[src/rtl/conv_enc_packer.sv]
`default_nettype none
// ============================================================================
// Module      : conv_enc_packer
// Description : Rate-1/2 convolutional encoder with zero-tail frame
//               termination, packing coded pairs LSB-first into OUT_W-bit
//               words delivered over a valid/ready handshake.
// Revision    : 1.0 - initial release
// ============================================================================
module conv_enc_packer #(
  parameter int             K         = 3,
  parameter logic [K-1:0]   G0        = 3'b111,
  parameter logic [K-1:0]   G1        = 3'b101,
  parameter int             FRAME_LEN = 8,
  parameter int             OUT_W     = 16
) (
  input  logic             clk,
  input  logic             rst,        // asynchronous, active-low
  input  logic             in_valid,
  input  logic             in_bit,
  output logic             in_ready,
  output logic             out_valid,
  output logic [OUT_W-1:0] out_data,
  output logic             out_last,
  input  logic             out_ready
);

  localparam int NPAIR = OUT_W / 2;
  localparam int PW    = (NPAIR > 1) ? $clog2(NPAIR) : 1;
  localparam int BW    = (FRAME_LEN > 1) ? $clog2(FRAME_LEN) : 1;
  localparam int TW    = (K > 2) ? $clog2(K - 1) : 1;

  localparam logic [0:0] S_DATA = 1'b0;
  localparam logic [0:0] S_TAIL = 1'b1;

  logic [0:0]       r_state;
  logic [K-2:0]     r_sr;
  logic [BW-1:0]    r_bit_cnt;
  logic [TW-1:0]    r_tail_cnt;
  logic [PW-1:0]    r_p;
  logic [OUT_W-1:0] r_pack;
  logic             r_out_valid;
  logic [OUT_W-1:0] r_out_data;
  logic             r_out_last;

  logic             w_stall;
  logic             w_in_ready;
  logic             w_fire;
  logic             w_b;
  logic [K-1:0]     w_r;
  logic             w_c0;
  logic             w_c1;
  logic             w_last_bit;
  logic             w_last_tail;
  logic             w_complete;
  logic [OUT_W-1:0] w_pack_next;

  // A pair is produced on every accepted info bit, or every unstalled tail cycle.
  assign w_stall     = r_out_valid & ~out_ready;
  assign w_in_ready  = (r_state == S_DATA) & ~w_stall;
  assign w_fire      = (r_state == S_DATA) ? (in_valid & w_in_ready) : ~w_stall;
  assign w_b         = (r_state == S_DATA) ? in_bit : 1'b0;
  assign w_r         = {w_b, r_sr};
  assign w_c0        = ^(w_r & G0);
  assign w_c1        = ^(w_r & G1);
  assign w_last_bit  = (r_state == S_DATA) && (r_bit_cnt == BW'(FRAME_LEN - 1));
  assign w_last_tail = (r_state == S_TAIL) && (r_tail_cnt == TW'(K - 2));
  // The final tail pair closes the word early, leaving upper bits zero.
  assign w_complete  = w_fire & ((r_p == PW'(NPAIR - 1)) | w_last_tail);
  assign w_pack_next = r_pack | (OUT_W'({w_c1, w_c0}) << {r_p, 1'b0});

  assign in_ready  = w_in_ready;
  assign out_valid = r_out_valid;
  assign out_data  = r_out_data;
  assign out_last  = r_out_last;

  // Encoder shift register and DATA/TAIL frame sequencing.
  always_ff @(posedge clk or negedge rst) begin
    if (!rst) begin
      r_state    <= S_DATA;
      r_sr       <= '0;
      r_bit_cnt  <= '0;
      r_tail_cnt <= '0;
    end else if (w_fire) begin
      r_sr <= w_r[K-1:1];
      if (r_state == S_DATA) begin
        if (w_last_bit) begin
          r_bit_cnt <= '0;
          r_state   <= S_TAIL;
        end else begin
          r_bit_cnt <= r_bit_cnt + 1'b1;
        end
      end else begin
        if (w_last_tail) begin
          r_tail_cnt <= '0;
          r_state    <= S_DATA;
        end else begin
          r_tail_cnt <= r_tail_cnt + 1'b1;
        end
      end
    end
  end

  // Accumulate coded pairs into the pack register; restart on word completion.
  always_ff @(posedge clk or negedge rst) begin
    if (!rst) begin
      r_pack <= '0;
      r_p    <= '0;
    end else if (w_fire) begin
      if (w_complete) begin
        r_pack <= '0;
        r_p    <= '0;
      end else begin
        r_pack <= w_pack_next;
        r_p    <= r_p + 1'b1;
      end
    end
  end

  // Output holding register: load on completion, drain on handshake.
  always_ff @(posedge clk or negedge rst) begin
    if (!rst) begin
      r_out_valid <= 1'b0;
      r_out_data  <= '0;
      r_out_last  <= 1'b0;
    end else if (w_complete) begin
      r_out_valid <= 1'b1;
      r_out_data  <= w_pack_next;
      r_out_last  <= w_last_tail;
    end else if (r_out_valid && out_ready) begin
      r_out_valid <= 1'b0;
    end
  end

endmodule
`default_nettype wire

[config.mk]
export PLATFORM = sky130hd
export DESIGN_NAME = conv_enc_packer
export DESIGN_NICKNAME = d
export VERILOG_FILES = /design/src/rtl/conv_enc_packer.sv
export SDC_FILE = /design/constraint.sdc
export NUM_CORES = 1
export LEC_CHECK = 0
export ABC_AREA = 0
export CAP_MARGIN = 20
export CORE_MARGIN = 2
export CORE_UTILIZATION = 39
export DETAILED_ROUTE_END_ITERATION = 7
export PLACE_DENSITY_LB_ADDON = 0.25
export SETUP_SLACK_MARGIN = 0.02
export SKIP_LAST_GASP = 1
export SLEW_MARGIN = 20
export SYNTH_ARGS = -nofsm -noshare
export SYNTH_HDL_FRONTEND = slang
export SYNTH_SLANG_ARGS = --single-unit
[constraint.sdc]
create_clock -name clk -period 2.3 [get_ports clk]
set_input_delay 0.46 -clock clk [delete_from_list [all_inputs] [get_ports clk]]
set_output_delay 0.46 -clock clk [all_outputs]
set_load 0.05 [all_outputs]
==> results.md <==
* Outcome: finished, final reports clean
* Final core utilization at between 40 and 50%
* Critical path type: reg -> out
* Final Cycle Share at 84.4%
* Mux cell area share after synthesis at 1.74%
* I/O Buffers at 23
* Final Setup Violations at 0
* Peak VDD IR at 653 uV
* Synth Warn # at 0
* Finished Cell Area at 2340 sq um
* CTS HTree Levels at 2
* Largest net degree at the start of global routing at 29
* Root buf cell: clkbuf_8
* Most used DFF post-synth: dfrtp_1
* Setup TNS at 0 ps
* Commonest non-fill, non-tap cell in the layout: dfrtp_1
* Fmax achieved at 515 MHz
* RSZ-0062 raised after global routing: no
* CTS tree: done
* Num CTS Buffers at 5
* ANT cells at 0
* Chip width at ~75 microns
* Synth-to-layout area growth at 20.5%
* Netlist cell types at 31
* WP data required at 1840 ps
* Final worst setup slack at 359 ps
* Nets at 230
* Max incr delay on CP at 820 ps
* Drt total wl at 3610 microns
* Die area at 5550 sq um
* Critical-path cell list: clkdlybuf4s50_1
* Synth Area in Adders at ~2.6%
* Fin. max-slew vios at 0
* Area of the mapped netlist at 1940 sq um
* Worst Hold Class: in -> async
* Hold Fails Final Rpt at 0
* Clock tree buffer depth at 2
* Compound-cell area share of the yosys netlist at 17.0%
* DR vias at 1375
* Seq/Total Area, Yosys at 56.8%
* Core outline area at 4750 sq um
* Syn nets at slightly above 200
* Kind of cell adding the most delay to the critical path: buffers and inverters
* Crit path DAT at 1480 ps
* Max-slew headroom at 64.9%
* Core Rows at 25
* Skew final at 5.13 ps
* Grt ovf at 0
* DP Worst Slack at roughly 320 ps
* Synthesized area per cell at 9.79 sq um
* Post-placement cell area at 2240 sq um
* Antenna-violating nets left at 0
* Clk sinks at 44
* WL per Instance at 12.6 microns
* Post-synth EDFFs at 0
* DRC at 0
* Clock Latency Late Sink at just under 300 ps
* Worst slew pin tran at 525 ps
* Top cells by area, synth: dfrtp_1 (57%), nand2_1 (7.7%), o21ai_1 (6.2%)
* Post-DR vias/cell at between 4 and 5
* Vias in the first global route at between 1000 and 1500
* Worst Setup End Kind: output port
* Worst setup SP type: flop
* GRT Resource Usage Total at 15.0%
* Dominant combinational cell family by area after synthesis: compound AO/OA/AOI/OAI gates
* CTS clk-pin slew, worst paths at about 80 ps
* Post-CTS Setup Inserts at 0
* PwrDens at 1630 nW/um^2
* Hold buffer count at CTS at 0
* Min cycle time layout at roughly 1900 ps
* Global-route wire length before repair at around 6200 microns
* Simple-gate share of the synthesized area at ~16%
* Synth Area in XOR/XNOR at 2.52%
* Critical path's slowest cell: clkdlybuf4s50_1
* Top-Level Pins at 24
* Share of the synthesized area in the top cell type at between 50% and 60%
* Largest area contributor in the netlist: dfrtp_1
* Yosys reg bits at 44
* Drt pass-1 iters at 4
* Resized Gates After CTS at 0
* Die Y at 74.5 microns
* Initial Utilization at 40.8%
* Layout cells sized above 1 at 8.18%
* Crit-path max FO at 3
* DP HPWL at roughly 2400 microns
* GPL Wtd Cong at 0.763
* Max-Cap Viols at 0
* Ys async rst share at 100%
* Initial DRC count at 55
* Synth Instances at between 150 and 200
* Initial antenna violation count at 0
* CP bufs+invs at 1
* Commonest cells after routing, fill and taps aside: dfrtp_1 (44), nand2_1 (40), o21ai_1 (24), clkdlybuf4s50_1 (21), a21oi_1 (18)
* Leakage power at 1.05 nW
final timing paths:
check                            startpoint          end  slack (ps)  depth (start not counted)
worst max-delay path              out_valid    out_valid         360                          1
worst min-delay path                    rst  out_data[4]         120                          1
worst max register to register       r_p[0]    r_pack[7]         470                          7
worst min register to register  out_data[2]  out_data[2]         480                          2
max in group asynchronous               rst       r_p[1]        1690                          2
min in group clk                out_data[2]  out_data[2]         480                          2
final cells by class:
class	instances	area, sq um
fill	476	2420
clock buffer	5	68.8
timing repair buffer	28	273
tap	67	83.8
clock inverter	1	30.0
inverter	3	11.3
multi-input combinational	139	769
sequential	44	1100
per-layer routing:
layer / vias to the layer above / track usage (%) / wire length, microns
li1: 733 / - / -
met1: 620 / 19.5 / 1820
met2: 20 / 24.1 / 1630
met3: 2 / 4.88 / 132
met4: 0 / 4.17 / 24
met5: - / 0 / 0
flip-flops by register name, summed over array words and instances, names as in the netlist:
name	cells
out_data	16
r_bit_cnt	3
r_state	1
out_last	1
r_sr	2
r_p	3
r_tail_cnt	1
r_pack	16
out_valid	1
power breakdown:
group	total (mW)	switching, mW	internal [mW]
clock	0.546	0.235	0.311
sequential	1.37	0.260	1.11
combinational	1.88	1.19	0.691
logic make-up (layout without fill, tap and decap cells):
logic type,Yosys count,after routing
mux,3,3
compound gates,60,60
fa+ha+maj,4,4
xor+xnor,3,3
flops,44,44
buf+inv,15,37
simple gates,69,69
stage by stage:
stage / cells / hold WS, ps / total power, mW
final: 287 / 120 / 3.80
after global routing: 287 / 143 / 4.13
after CTS: 287 / 124 / 3.85
after detailed placement: 281 / 446 / 3.28
after global placement: 281 / 452 / 3.25
after floorplan: 198 / 164 / 2.78
Yosys cell counts (all sizes together) (4+ instances only):
| master | n |
|---|---|
| nor2 | 12 |
| a31oi | 11 |
| ha | 4 |
| a21oi | 18 |
| clkbuf | 8 |
| nand2 | 40 |
| dfrtp | 44 |
| buf | 4 |
| o21ai | 27 |
Note: power is estimated with default switching activity, not from simulation.
